`src/rtl/bias_lshift_sat_pkg.sv`:
```
// bias_lshift_sat_pkg: shift range and accumulator width shared by the bias shift paths
package bias_lshift_sat_pkg;
  localparam int SHIFT_W = 5;
  localparam int MIN_SHIFT = 5;
  localparam int MAX_SHIFT = 25;
  localparam int ACC_BITS = 48;
  function automatic logic shift_ok(input logic [SHIFT_W-1:0] s);
    return (s >= SHIFT_W'(MIN_SHIFT)) && (s <= SHIFT_W'(MAX_SHIFT));
  endfunction
endpackage

```
`src/rtl/bias_lshift_sat_if.sv`:
```
// bias_lshift_sat_if: valid/ready operand stream in, shifted result stream out
interface bias_lshift_sat_if #(parameter int IN_BITS = 16, parameter int OUT_BITS = 48);
  logic                s_valid;
  logic                s_ready;
  logic [IN_BITS-1:0]  s_data;
  logic                m_valid;
  logic                m_ready;
  logic [OUT_BITS-1:0] m_data;
  logic                m_sat;
  modport master (output s_valid, s_data, m_ready, input s_ready, m_valid, m_data, m_sat);
  modport slave (input s_valid, s_data, m_ready, output s_ready, m_valid, m_data, m_sat);
endinterface

```
`src/rtl/bias_lshift_sat_clamp.sv`:
```
// bias_lshift_sat_clamp: combinational signed clamp of a wide word to OUT_W bits with flag
module bias_lshift_sat_clamp #(
  parameter int IN_W = 41,
  parameter int OUT_W = 48
) (
  input  logic [IN_W-1:0]  din,
  output logic [OUT_W-1:0] dout,
  output logic             sat
);
  if (IN_W > OUT_W) begin : g_clamp
    logic ovf;
    always_comb begin
      ovf = din[IN_W-1:OUT_W-1] != {(IN_W-OUT_W+1){din[IN_W-1]}};
      sat = ovf;
      dout = ovf ? {din[IN_W-1], {(OUT_W-1){~din[IN_W-1]}}} : din[OUT_W-1:0];
    end
  end else begin : g_pass
    assign dout = OUT_W'($signed(din));
    assign sat = 1'b0;
  end
endmodule

```
`src/rtl/bias_lshift_sat.sv`:
```
// bias_lshift_sat: two-stage saturating arithmetic left shifter on a valid/ready stream
module bias_lshift_sat
  import bias_lshift_sat_pkg::*;
#(
  parameter int IN_BITS = 16,
  parameter int OUT_BITS = ACC_BITS
) (
  input  logic               clk,
  input  logic               rst,
  input  logic               cfg_we,
  input  logic [SHIFT_W-1:0] cfg_shift,
  output logic               cfg_err,
  input  logic               sat_clr,
  output logic [15:0]        sat_cnt,
  bias_lshift_sat_if.slave   bus
);
  localparam int W = IN_BITS + MAX_SHIFT;
  logic [SHIFT_W-1:0]  shift_q, shift_d;
  logic                cfg_err_q, cfg_err_d;
  logic                v1_q, v1_d;
  logic [W-1:0]        w1_q, w1_d;
  logic                m_valid_q, m_valid_d;
  logic [OUT_BITS-1:0] m_data_q, m_data_d;
  logic                m_sat_q, m_sat_d;
  logic [15:0]         sat_cnt_q, sat_cnt_d;
  logic [OUT_BITS-1:0] cl_data;
  logic                cl_sat;
  logic                adv, take, cnt_inc;
  bias_lshift_sat_clamp #(.IN_W(W), .OUT_W(OUT_BITS)) u_clamp (
    .din  (w1_q),
    .dout (cl_data),
    .sat  (cl_sat)
  );
  always_comb begin
    adv = ~m_valid_q | bus.m_ready;
    take = adv & bus.s_valid;
    cnt_inc = m_valid_q & bus.m_ready & m_sat_q & ~&sat_cnt_q;
    shift_d = cfg_we ? cfg_shift : shift_q;
    cfg_err_d = (cfg_err_q & ~sat_clr) | (cfg_we & ~shift_ok(cfg_shift));
    v1_d = adv ? bus.s_valid : v1_q;
    // an illegal shift zeroes the beat at capture so it can never clamp downstream
    w1_d = take ? (shift_ok(shift_q) ? (W'($signed(bus.s_data)) << shift_q) : '0) : w1_q;
    m_valid_d = adv ? v1_q : m_valid_q;
    m_data_d = (adv & v1_q) ? cl_data : m_data_q;
    m_sat_d = (adv & v1_q) ? cl_sat : m_sat_q;
    sat_cnt_d = sat_clr ? '0 : cnt_inc ? sat_cnt_q + 16'd1 : sat_cnt_q;
  end
  always_ff @(posedge clk)
    if (rst) begin
      shift_q <= SHIFT_W'(MIN_SHIFT);
      cfg_err_q <= 1'b0;
      v1_q <= 1'b0;
      w1_q <= '0;
      m_valid_q <= 1'b0;
      m_data_q <= '0;
      m_sat_q <= 1'b0;
      sat_cnt_q <= '0;
    end else begin
      shift_q <= shift_d;
      cfg_err_q <= cfg_err_d;
      v1_q <= v1_d;
      w1_q <= w1_d;
      m_valid_q <= m_valid_d;
      m_data_q <= m_data_d;
      m_sat_q <= m_sat_d;
      sat_cnt_q <= sat_cnt_d;
    end
  assign bus.s_ready = adv;
  assign bus.m_valid = m_valid_q;
  assign bus.m_data = m_data_q;
  assign bus.m_sat = m_sat_q;
  assign cfg_err = cfg_err_q;
  assign sat_cnt = sat_cnt_q;
endmodule

```
`src/flat_wrapper.sv`:
```
// flat-port wrapper written by rule: the top's interface ports become plain ports
module bias_lshift_sat_flat import bias_lshift_sat_pkg::*;
#(
  parameter int IN_BITS = 16,
  parameter int OUT_BITS = ACC_BITS
)
  (clk, rst, cfg_we, cfg_shift, cfg_err, sat_clr, sat_cnt, bus_s_valid, bus_s_data, bus_m_ready, bus_s_ready, bus_m_valid, bus_m_data, bus_m_sat);
  bias_lshift_sat_if #(.IN_BITS(IN_BITS), .OUT_BITS(OUT_BITS)) bus_i ();
  input  logic clk;
  input  logic rst;
  input  logic cfg_we;
  input  logic [SHIFT_W-1:0] cfg_shift;
  output logic cfg_err;
  input  logic sat_clr;
  output logic [15:0] sat_cnt;
  input wire logic [$bits(bus_i.s_valid)-1:0] bus_s_valid;
  input wire logic [$bits(bus_i.s_data)-1:0] bus_s_data;
  input wire logic [$bits(bus_i.m_ready)-1:0] bus_m_ready;
  output wire logic [$bits(bus_i.s_ready)-1:0] bus_s_ready;
  output wire logic [$bits(bus_i.m_valid)-1:0] bus_m_valid;
  output wire logic [$bits(bus_i.m_data)-1:0] bus_m_data;
  output wire logic [$bits(bus_i.m_sat)-1:0] bus_m_sat;
  assign bus_i.s_valid = bus_s_valid;
  assign bus_i.s_data = bus_s_data;
  assign bus_i.m_ready = bus_m_ready;
  assign bus_s_ready = bus_i.s_ready;
  assign bus_m_valid = bus_i.m_valid;
  assign bus_m_data = bus_i.m_data;
  assign bus_m_sat = bus_i.m_sat;
  bias_lshift_sat #(.IN_BITS(IN_BITS), .OUT_BITS(OUT_BITS)) u_core (.clk(clk), .rst(rst), .cfg_we(cfg_we), .cfg_shift(cfg_shift), .cfg_err(cfg_err), .sat_clr(sat_clr), .sat_cnt(sat_cnt), .bus(bus_i));
endmodule
```
`config.mk`:
```
export PLATFORM = sky130hd
export DESIGN_NAME = bias_lshift_sat_flat
export DESIGN_NICKNAME = d
export VERILOG_FILES = /design/src/rtl/bias_lshift_sat_pkg.sv /design/src/rtl/bias_lshift_sat_if.sv /design/src/rtl/bias_lshift_sat_clamp.sv /design/src/rtl/bias_lshift_sat.sv /design/src/flat_wrapper.sv
export SDC_FILE = /design/constraint.sdc
export NUM_CORES = 1
export LEC_CHECK = 0
export CORE_MARGIN = 2
export CORE_UTILIZATION = 55
export DETAILED_ROUTE_END_ITERATION = 7
export PLACE_DENSITY = 0.82
export REMOVE_ABC_BUFFERS = 1
export SLEW_MARGIN = 10
export SYNTH_ARGS = -nofsm -noshare
export SYNTH_HDL_FRONTEND = slang
export SYNTH_HIERARCHICAL = 1
export SYNTH_SLANG_ARGS = --single-unit
```
`constraint.sdc`:
```
create_clock -name clk -period 2.1 [get_ports clk]
set_input_delay 0.525 -clock clk [delete_from_list [all_inputs] [get_ports clk]]
set_output_delay 0.525 -clock clk [all_outputs]
set_load 0.01 [all_outputs]
```
# ---- Word level (Yosys, flattened, before mapping)
# Cells that the tools add are included.
dict set report classes {
  magnitude_cmp 4
  n_shift 1
  muxes 1
  bitwise_logic 9
  reduce_logical 2
}
# operator n
set ops {}
lappend ops {{$mux W41} 1}
lappend ops {{$shl A41 B5 Y41} 1}
lappend ops {{$ge A5 B3 Y1 const B} 2}
lappend ops {{$le A5 B5 Y1 const B} 2}
lappend ops {{$and A1 B1 Y1} 4}
lappend ops {{$not A1 Y1} 3}
lappend ops {{$logic_and A1 B1 Y1} 2}
lappend ops {{$or A1 B1 Y1} 2}
dict set report totals {
  ff_bits 90
  out_inout_bits 68
  word_cells 23
}

# ---- Longest topological paths before layout
# Gate-level depths: netlist (run 1).
dict set report depth {
  depth_word 5
  mapped_depth 8
}

# ---- Modules after synthesis
# The synthesis (run 1) kept the hierarchy.
# mod n_inst cells_each area_per_inst_um2
set by_module_without_submodules {}
lappend by_module_without_submodules {bias_lshift_sat 1 654 5592.9}
lappend by_module_without_submodules {bias_lshift_sat_clamp 1 50 371.6}

# ---- Worst setup path before layout (run 1)
# No wires, ideal clock.
dict set report synth_path {
  kind {input-to-reg}
  startpoint {in bus_s_data[7]}
  endpoint {reg u_core.w1_q[20]}
  setup_ns 0.122
  t_arrival_ns 1.764
  required_ns 1.978
  slack_ns 0.215
  stages 5
  path_buffers 0
  path_cell_list {mux4_1 -> nand2_1 -> o21ai_0 -> mux2_2 -> a221o_1}
}
dict set report synth_via {
  elab_chain_cells 2
}
# element line_no
set synth_lines {}
lappend synth_lines {{start, declared} flat_wrapper.sv:17} ;# input wire logic [$bits(bus_i.s_data)-1:0] bus_s_data;
lappend synth_lines {{$shl A41 B5 Y41} bias_lshift_sat.sv:42} ;# w1_d = take ? (shift_ok(shift_q) ? (W'($signed(bus.s_data)) << shift_q) : '0) : w1_q;
lappend synth_lines {{$mux W41} bias_lshift_sat.sv:42}
lappend synth_lines {{end signal, assigned} bias_lshift_sat.sv:62} ;# w1_q <= w1_d;
lappend synth_lines {{end, declared} bias_lshift_sat.sv:21} ;# logic [W-1:0] w1_q, w1_d;
# No other way between the ends.
# A chain may end at the register's enable or synchronous reset.

# ---- Worst setup path in the final report (run 1)
dict set report layout_path {
  startpoint {in bus_s_data[8]}
  endpoint {reg u_core.w1_q[20]}
}
# Same word-level chain as after synthesis.

==> results.cfg, run 1 <==
[outcome]
status = complete, no violations

[route]
viasPerCell = 5.86
wirelength_met1_mm = 6.87
first_pass_iters = 5
wl_met3_mm = 1.02
wl_per_cell_um = 17.6
vias = 5593
detail-route-antenna-nets = 0
drtIter0Drc = 498
drc = 0
wl_mm = 16.8
wl_met2_mm = 8.59
top_layer = met4

[placed_design]
dpl.hpwl_mm = 11.6
place_congestion = 0.920
port_buffers = 94
dp.cells = 924

[synthesis]
ys.flop_type = dfxtp_1
synth_top_area_cell = dfxtp_1
synth_top_family_by_area = simple AND/OR/NAND/NOR gates
synth-simple-area-share_pct = 18.7
yosysSeqAreaShare_pct = 38.3
synth.area.mux_share_pct = 12.7
synthArstFlopShare_pct = 0
synth-xor-area-share_pct = 1.76
synth-seq-cells = 114
netlist_area_sq_um = 5960
synth_area_per_cell_sq_um = 8.47
synth-compound-area-share_pct = 17.5
synth_cell_types = 61
synth_edf_count = 0
synth.area.top_cells = dfxtp_1 38%, nand2_1 8.9%, buf_4 6.8%
ys_warn_count = 6
postSynthCellCount = 704
synth_top_area_share_pct = 38.3
yosys.area_share.adder_pct = 0.210

[finish]
num-nets-final = 832
final_common_cell = nand2_1
layout.cells.most_common_list = 142 x nand2_1, 110 x dfxtp_1, 92 x clkdlybuf4s50_1
fillers = 822
drive_above_1_share_pct = 18.9
syn2layout_area_growth_pct = 30.2
instances_no_fill = 955
antenna_cells = 0

[grt]
grt_max_degree = 50
grt_pass1_vias = 5413
grt_pass1_wl_mm = 26.2
antenna_found_initial = 0
grt-ovfl-total = 0
grt_use_total_pct = 28.8

[setup_path]
critPathCaptureType = flip-flop
crit_type = in -> reg
cp_cell_sequence = clkdlybuf4s50_1 -> mux4_2 -> nand2_1 -> o21ai_0 -> mux2_2 -> a221o_1
cp_slowest_stage_delay_ps = 560
cp-start-kind = primary input
crit_required_ps = 2490
crit_buf_inv = 1
critPathSlowestCell = mux4_2
worstPathArrival_ps = 2460
cp_max_fo = 6
path_delay_family = multiplexers

[floorplan]
die_h_um = 108
die_w_um = 108
dieArea_sq_um = 11700
io_pins = 95
rows = 38
core_area_sq_um = 10700
start_util_pct = 55.8

[cts]
clock_tree.root_cell = clkbuf_8
post_cts_buffers = 0
ctsLongestPathBuffers = 2
cts_tree = done
cts.clk_slew.worst_paths_ps = 60
cts_max_level = 4
clock_sinks = 114
cts_buffers = 17
clk_latency_ps = 510

[flow_run]
cap_violations = 0

[power_and_ir_drop]
p_per_area_nw_per_um2 = 777
peakVddDrop_mv = 0.493
p_leak_nw = 2.96

[min_path]
hold_path.class = reg -> reg

[sta]
holdWs_ps = 453
slew_viol_final = 0
final.min_clock_period_ps = 2060
slew_headroom_pct = 67.0
rsz0062_at_grt = yes
clock.fmax_mhz = 485
hold_viol_final = 0
fin_crit_sh_pct = 98.2
setup_violations = 0
worst_slew_pin_slew_ps = 491
clock-skew-final_ps = 10.4
## synthesized netlist by cell type, types with 4 or more instances
library cell,number
a221o_1,6
and3_1,12
nand2_1,142
clkbuf_1,26
nor3_1,10
xor2_1,12
mux4_1,5
a211oi_1,4
a221oi_1,4
inv_1,6
o22ai_1,6
mux2_2,15
o211ai_1,12
mux4_2,11
o21a_1,4
nor2_1,38
nand4_1,5
nor2b_1,5
nand3_1,14
dfxtp_1,114
o21ai_0,17
buf_4,54
or2_2,4
buf_2,14
or3_1,6
a21oi_1,77
mux2i_1,21
a22oi_1,5
and2_1,5
a21o_1,4
## cell type report
class	count	area, sq um	share of cell area, %
inverter	7	26.3	0.338
clock buffer	20	435	5.60
sequential	114	2290	29.5
clock inverter	10	136	1.76
tap	140	175	2.25
multi-input combinational	483	3040	39.1
timing repair buffer	181	1670	21.5
## cells by family after synthesis
group                    after synthesis
AO/OA/AOI/OAI                        164
XOR/XNOR                              12
adder cells (fa/ha/maj)                1
buffers and inverters                107
flip-flops                           114
multiplexers                          52
other                                  1
AND/OR/NAND/NOR                      253
## worst register-to-register path: cells and delay by family, from the launching register on
| family | cells | cell delay (ps) |
|---|---|---|
| multiplexers | 2 | 830 |
| flip-flops | 1 | 380 |
| AO/OA/AOI/OAI | 1 | 310 |
| AND/OR/NAND/NOR | 1 | 240 |
| buffers and inverters | 1 | 170 |
## metal layers
metal | vias up | GRT usage (%)
met5 | - | 0
met4 | 0 | 10.2
met3 | 35 | 6.69
met2 | 232 | 50.8
met1 | 2690 | 34.3
li1 | 2636 | -
## registers in the layout, summed over array words and instances, names as in the netlist
signal,count
u_core/bus.m_data,48
u_core/w1_q,41
u_core/sat_cnt,16
u_core/shift_q,5
u_core/bus.m_sat,1
u_core/bus.m_valid,1
u_core/cfg_err,1
u_core/v1_q,1
## path summary, 6_finish.rpt
kind / startpoint / to / slack, ps / depth (start not counted)
worst max register to register: u_core/shift_q[1] / u_core/w1_q[22] / 50 / 5
worst min register to register: u_core/w1_q[3] / u_core/bus.m_data[3] / 450 / 2
worst max-delay path: bus_s_data[8] / u_core/w1_q[20] / 40 / 6
worst min-delay path: u_core/w1_q[3] / u_core/bus.m_data[3] / 450 / 2
## report_power, final
part	internal (mW)	total, mW	switching, mW	leakage, nW
Clock	1.82	2.79	0.974	0.273
Combinational	0.450	0.933	0.483	1.76
Sequential	2.25	2.32	0.0634	0.928
## per-stage QoR
stage | utilization, % | setup WS (ps) | instance area [sq um] | setup TNS [ps] | total power [mW]
final | 72.6 | 36.9 | 7770 | 0 | 6.04
after global routing | 72.6 | -9.42 | 7770 | -16.5 | 6.23
after CTS | 72.3 | 5.40 | 7740 | 0 | 6.03
after detailed placement | 67.0 | -470 | 7170 | -9670 | 3.25
after global placement | 67.0 | -400 | 7170 | -8520 | 3.23
after floorplan | - | -669 | 5350 | -12990 | 2.78
## timing repair
item                       in CTS  in global routing
setup endpoints to repair       1                  8
cloned                          0                  1
gates resized for setup         1                  7
hold buffers                    0                  0
Power figures use the tool's default switching activity.
==> run 2, diff against run 1 <==
Settings changed: PLACE_DENSITY 0.82 to unset, PLACE_DENSITY_LB_ADDON set to 0.2.
==> run 2 against run 1 <==
Compared with the run above:
- clock-buffer cell count increased by 3
- register-to-register slack improved by 30 ps
- final cell count decreased by 0.94%
- combinational power decreased by 2.6%
- design area decreased by 1.1%
- via count decreased by 0.84%
- core utilization decreased by 0.81 points
- global-route usage decreased by 0.095 points
- routed wire length decreased by 3.8%
- sequential share of layout area increased by 0.31 points
- largest cell class unchanged
==> results.cfg, run 2 (synthesized netlist as in run 1, its figures left out) <==
[cts]
clock_sinks = 114
post_cts_buffers = 0
clock_tree.root_cell = clkbuf_8
ctsLongestPathBuffers = 2
cts_max_level = 4
cts.clk_slew.worst_paths_ps = 50
clk_latency_ps = 520
cts_buffers = 17
cts_tree = done

[power_and_ir_drop]
power_frac_comb_pct = 15.3
p_clk_share_pct = 45.7
swShare_pct = 24.6
p_sw_mw = 1.46
p_leak_nw = 2.93
p_total_mw = 5.94
p_seq_share_pct = 39.0
peakVddDrop_mv = 0.484
p_int_mw = 4.47
p_per_area_nw_per_um2 = 773

[grt]
grt-ovfl-total = 0
antenna_found_initial = 0
grt_pass1_vias = 5172
grt_pass1_wl_mm = 26.1
grt_max_degree = 40
grt_use_total_pct = 28.7

[finish]
syn2layout_area_growth_pct = 28.8
final_common_cell = nand2_1
num-nets-final = 824
drive_above_1_share_pct = 18.1
instances_no_fill = 946
antenna_cells = 0
layout.cells.most_common_list = 142 x nand2_1, 109 x dfxtp_1, 92 x clkdlybuf4s50_1
largest_reg_flops = 48
fin_area_sq_um = 7680
utilization_pct = 71.8

[setup_path]
crit_buf_inv = 3
critPathCaptureType = output pin
crit_type = in -> out
path_delay_family = buffers and inverters
cp.depth = 4
crit_required_ps = 1570
cp_max_fo = 3
reg2regPathDepth = 5
cp_cell_sequence = clkdlybuf4s50_1 -> nor2b_2 -> inv_1 -> dlygate4sd2_1
worstPathArrival_ps = 1510
cp_slowest_stage_delay_ps = 460
cp-start-kind = primary input
critPathSlowestCell = clkdlybuf4s50_1

[placed_design]
dp.cells = 917
port_buffers = 94
dpl_worst_slack_ps = -444
placed_cell_area_sq_um = 7110
dpl.hpwl_mm = 11.3
place_congestion = 0.942

[floorplan]
dieArea_sq_um = 11700
die_h_um = 108
start_util_pct = 55.8
core_area_sq_um = 10700
rows = 38
die_w_um = 108
io_pins = 95

[min_path]
hold_depth = 2
hold_path.class = in -> reg

[sta]
final.min_clock_period_ps = 2030
slew_viol_final = 0
setup_ws_ps = 66.0
holdWs_ps = 423
tns_ps = 0
hold_viol_final = 0
clock-skew-final_ps = 6.88
setup_violations = 0
fin_crit_sh_pct = 96.9
worst_slew_pin_slew_ps = 507
clock.fmax_mhz = 492
slew_headroom_pct = 65.7
rsz0062_at_grt = no

[route]
vias = 5546
wirelength_met1_mm = 7.20
wl_met2_mm = 7.84
drtIter0Drc = 396
viasPerCell = 5.86
top_layer = met4
wl_per_cell_um = 17.1
wl_mm = 16.2
wl_met3_um = 910
first_pass_iters = 6
detail-route-antenna-nets = 0
drc = 0

[outcome]
status = complete, no violations

[flow_run]
cap_violations = 0
run 2: worst paths after layout:
kind | from | end | slack [ps]
worst max register to register | u_core/shift_q[1] | u_core/w1_q[22] | 80
worst max-delay path | bus_m_ready | bus_s_ready | 70
worst min-delay path | rst | u_core/bus.m_valid | 420
worst min register to register | u_core/w1_q[2] | u_core/bus.m_data[2] | 440
run 2: area by class of cell:
cell class                 instances  area, sq um
inverter                           7         27.5
tap                              140          175
clock buffer                      23          477
multi-input combinational        483         3040
clock inverter                     6         80.1
fill                             847         3020
sequential                       114         2290
timing repair buffer             173         1590
run 2: timing repair:
action / 4_1_cts / 5_1_grt
resized for setup: 3 / 7
endpoints found under the setup margin: 4 / 20
hold buffers: 0 / 0
run 2: power by group through the flow:
stage,Sequential [mW],Clock [mW],Combinational (mW)
after detailed placement,2.35,0,0.888
after floorplan,2.39,0,0.395
after global placement,2.35,0,0.875
after CTS,2.31,2.75,0.896
after global routing,2.32,2.85,0.975
final,2.31,2.71,0.909
run 2: routing by layer:
layer / vias to the layer above / track usage [%]
li1: 2627 / -
met4: 0 / 9.71
met3: 25 / 6.57
met5: - / 0
met2: 216 / 46.9
met1: 2678 / 37.6
==> run 3, diff against run 2 <==
Settings changed: ABC_AREA set to 1, CAP_MARGIN set to 25, CORE_UTILIZATION 55 to 54.
==> run 3 against run 2 <==
Compared with the run above:
- via count rose by 1.0%
- power rose by 7.4%
- synthesized cell count rose by 21%
- clock-buffer cell count fell by 3
- sequential share of layout area rose by 2.0 points
- highest routed layer unchanged
==> results.cfg, run 3 <==
[route]
wl_mm = 15.8
viasPerCell = 5.35
drc = 0
vias = 5603
wl_per_cell_um = 15.1
drtIter0Drc = 451
first_pass_iters = 5
detail-route-antenna-nets = 0

[sta]
rsz0062_at_grt = no
setup_ws_ps = 58.0
clock.fmax_mhz = 490
slew_viol_final = 0
tns_ps = 0
worst_slew_pin_slew_ps = 721
slew_headroom_pct = 51.9
final.min_clock_period_ps = 2040
clock-skew-final_ps = 5.92
hold_viol_final = 0
setup_violations = 0
fin_crit_sh_pct = 97.2

[synthesis]
synth_common_cells = 218 x nand2_1, 130 x nor2_1, 114 x dfxtp_1
synth.area.top_cells = dfxtp_1 40%, nand2_1 14%, nand3_1 9.5%
synth_top_area_share_pct = 39.7
ys.flop_type = dfxtp_1
synth_area_per_cell_sq_um = 6.76
synth_cell_types = 37
synthArstFlopShare_pct = 0
postSynthCellCount = 851
synth_edf_count = 0
yosysMostFrequentCell = nand2_1
ys_warn_count = 6
netlist_area_sq_um = 5750
synth-seq-cells = 114
synth_top_area_cell = dfxtp_1
yosysSeqAreaShare_pct = 39.7

[grt]
antenna_found_initial = 0
grt_max_degree = 50
grt_pass1_vias = 5388
grt_pass1_wl_mm = 25.9
grt-ovfl-total = 0
grt_use_total_pct = 28.6

[setup_path]
reg2regPathDepth = 9
r2r-end = u_core/sat_cnt[15]
cp_cell_sequence = clkdlybuf4s50_1
crit_buf_inv = 1
critPathSlowestCell = clkdlybuf4s50_1
rrSetupSlack_ps = 150
cp.depth = 1
cp_max_fo = 5
worstPathArrival_ps = 1520
r2r-start = u_core/sat_cnt[0]
crit_type = reg -> out
path_delay_family = buffers and inverters
cp_slowest_stage_delay_ps = 570
critPathCaptureType = output pin
crit_required_ps = 1570
cp-start-kind = flip-flop

[floorplan]
start_util_pct = 55.7
io_pins = 95
rows = 37
die_h_um = 107
die_w_um = 107
dieArea_sq_um = 11500
core_area_sq_um = 10300

[cts]
clock_sinks = 114
ctsLongestPathBuffers = 2
clock_tree.root_cell = clkbuf_8
cts_buffers = 17
cts_max_level = 4
clk_latency_ps = 520
cts.clk_slew.worst_paths_ps = 60
cts_tree = done

[finish]
fillers = 864
antenna_cells = 0
syn2layout_area_growth_pct = 25.0
final_common_cell = nand2_1
num-nets-final = 927
largest_reg_flops = 48
layout.cells.most_common_list = 218 x nand2_1, 130 x nor2_1, 110 x dfxtp_1
fin_area_sq_um = 7190
drive_above_1_share_pct = 9.21

[power_and_ir_drop]
p_leak_nw = 3.07
peakVddDrop_mv = 0.581
p_per_area_nw_per_um2 = 887

[placed_design]
dpl_worst_slack_ps = -122
placed_cell_area_sq_um = 6550
port_buffers = 94
dpl.hpwl_mm = 10.9
place_congestion = 0.953

[min_path]
min_to = u_core/w1_q[1]
worstHoldStart = u_core/w1_q[1]
hold_path.class = reg -> reg
hold_depth = 2

[outcome]
status = complete, no violations

[flow_run]
cap_violations = 0
-- run 3: layout make-up --
class                   instances  area [sq um]  area share [%]
inverters                      31           121            1.69
multi-input cells             611          2760            38.4
clock buffers                  20           455            6.34
repair buffers                124          1210            16.9
flip-flops and latches        114          2290            31.8
well taps                     136           170            2.37
clock inverters                12           180            2.51
-- run 3: stage by stage --
| step | utilization, % | cells | hold slack (ps) | power (mW) |
|---|---|---|---|---|
| 2_1_floorplan | - | 756 | 419 | 2.92 |
| 3_3_place_gp | 63.4 | 1016 | 426 | 3.34 |
| 3_5_place_dp | 63.4 | 1016 | 433 | 3.35 |
| 4_1_cts | 69.6 | 1048 | 444 | 6.40 |
| 5_1_grt | 69.6 | 1048 | 470 | 6.62 |
| 6_report | 69.6 | 1048 | 441 | 6.37 |
-- run 3: logic make-up (layout without fill, tap and decap cells) --
kind of cell / Yosys count / after routing / share of synthesized area, %
compound gates: 120 / 120 / 10.9
flops: 114 / 114 / 39.7
buf+inv: 126 / 187 / 12.4
xor+xnor: 11 / 11 / 1.68
fa+ha+maj: 1 / 1 / 0.218
simple gates: 478 / 478 / 35.1
other cells: 1 / 1 / 0.0652
-- run 3: worst max path at each step --
stage | from | endpoint | slack [ps]
2_1_floorplan | bus_m_ready | u_core/bus.m_data[0] | -410
3_3_place_gp | bus_m_ready | u_core/w1_q[35] | -80
3_5_place_dp | bus_m_ready | u_core/w1_q[38] | -120
4_1_cts | u_core/sat_cnt[13] | sat_cnt[13] | 20
5_1_grt | u_core/sat_cnt[8] | sat_cnt[8] | 10
6_report | u_core/sat_cnt[8] | sat_cnt[8] | 60
-- run 3: repair_timing --
item / CTS / global route
hold buffers: 0 / 0
setup endpoints to repair: 1 / 4
resized for setup: 1 / 4
pin swaps: 0 / 0
buffers inserted: 0 / 0
-- run 3: where the power goes --
part / switching (mW) / internal, mW
registers: 0.0871 / 2.30
clock network: 1.02 / 2.02
logic: 0.546 / 0.394
-- run 3: per-layer routing --
metal / vias to the layer above / track usage [%] / share of wire, %
met4: 0 / 10.9 / 2.1
li1: 2806 / - / -
met1: 2573 / 36.1 / 45
met2: 196 / 47.5 / 47
met3: 28 / 6.63 / 6.1
met5: - / 0 / 0
-- run 3: worst min-delay path: stages (launching register included) --
cell and delay [ps]:
dfxtp_1 310, nand2_1 60, nor2_1 30
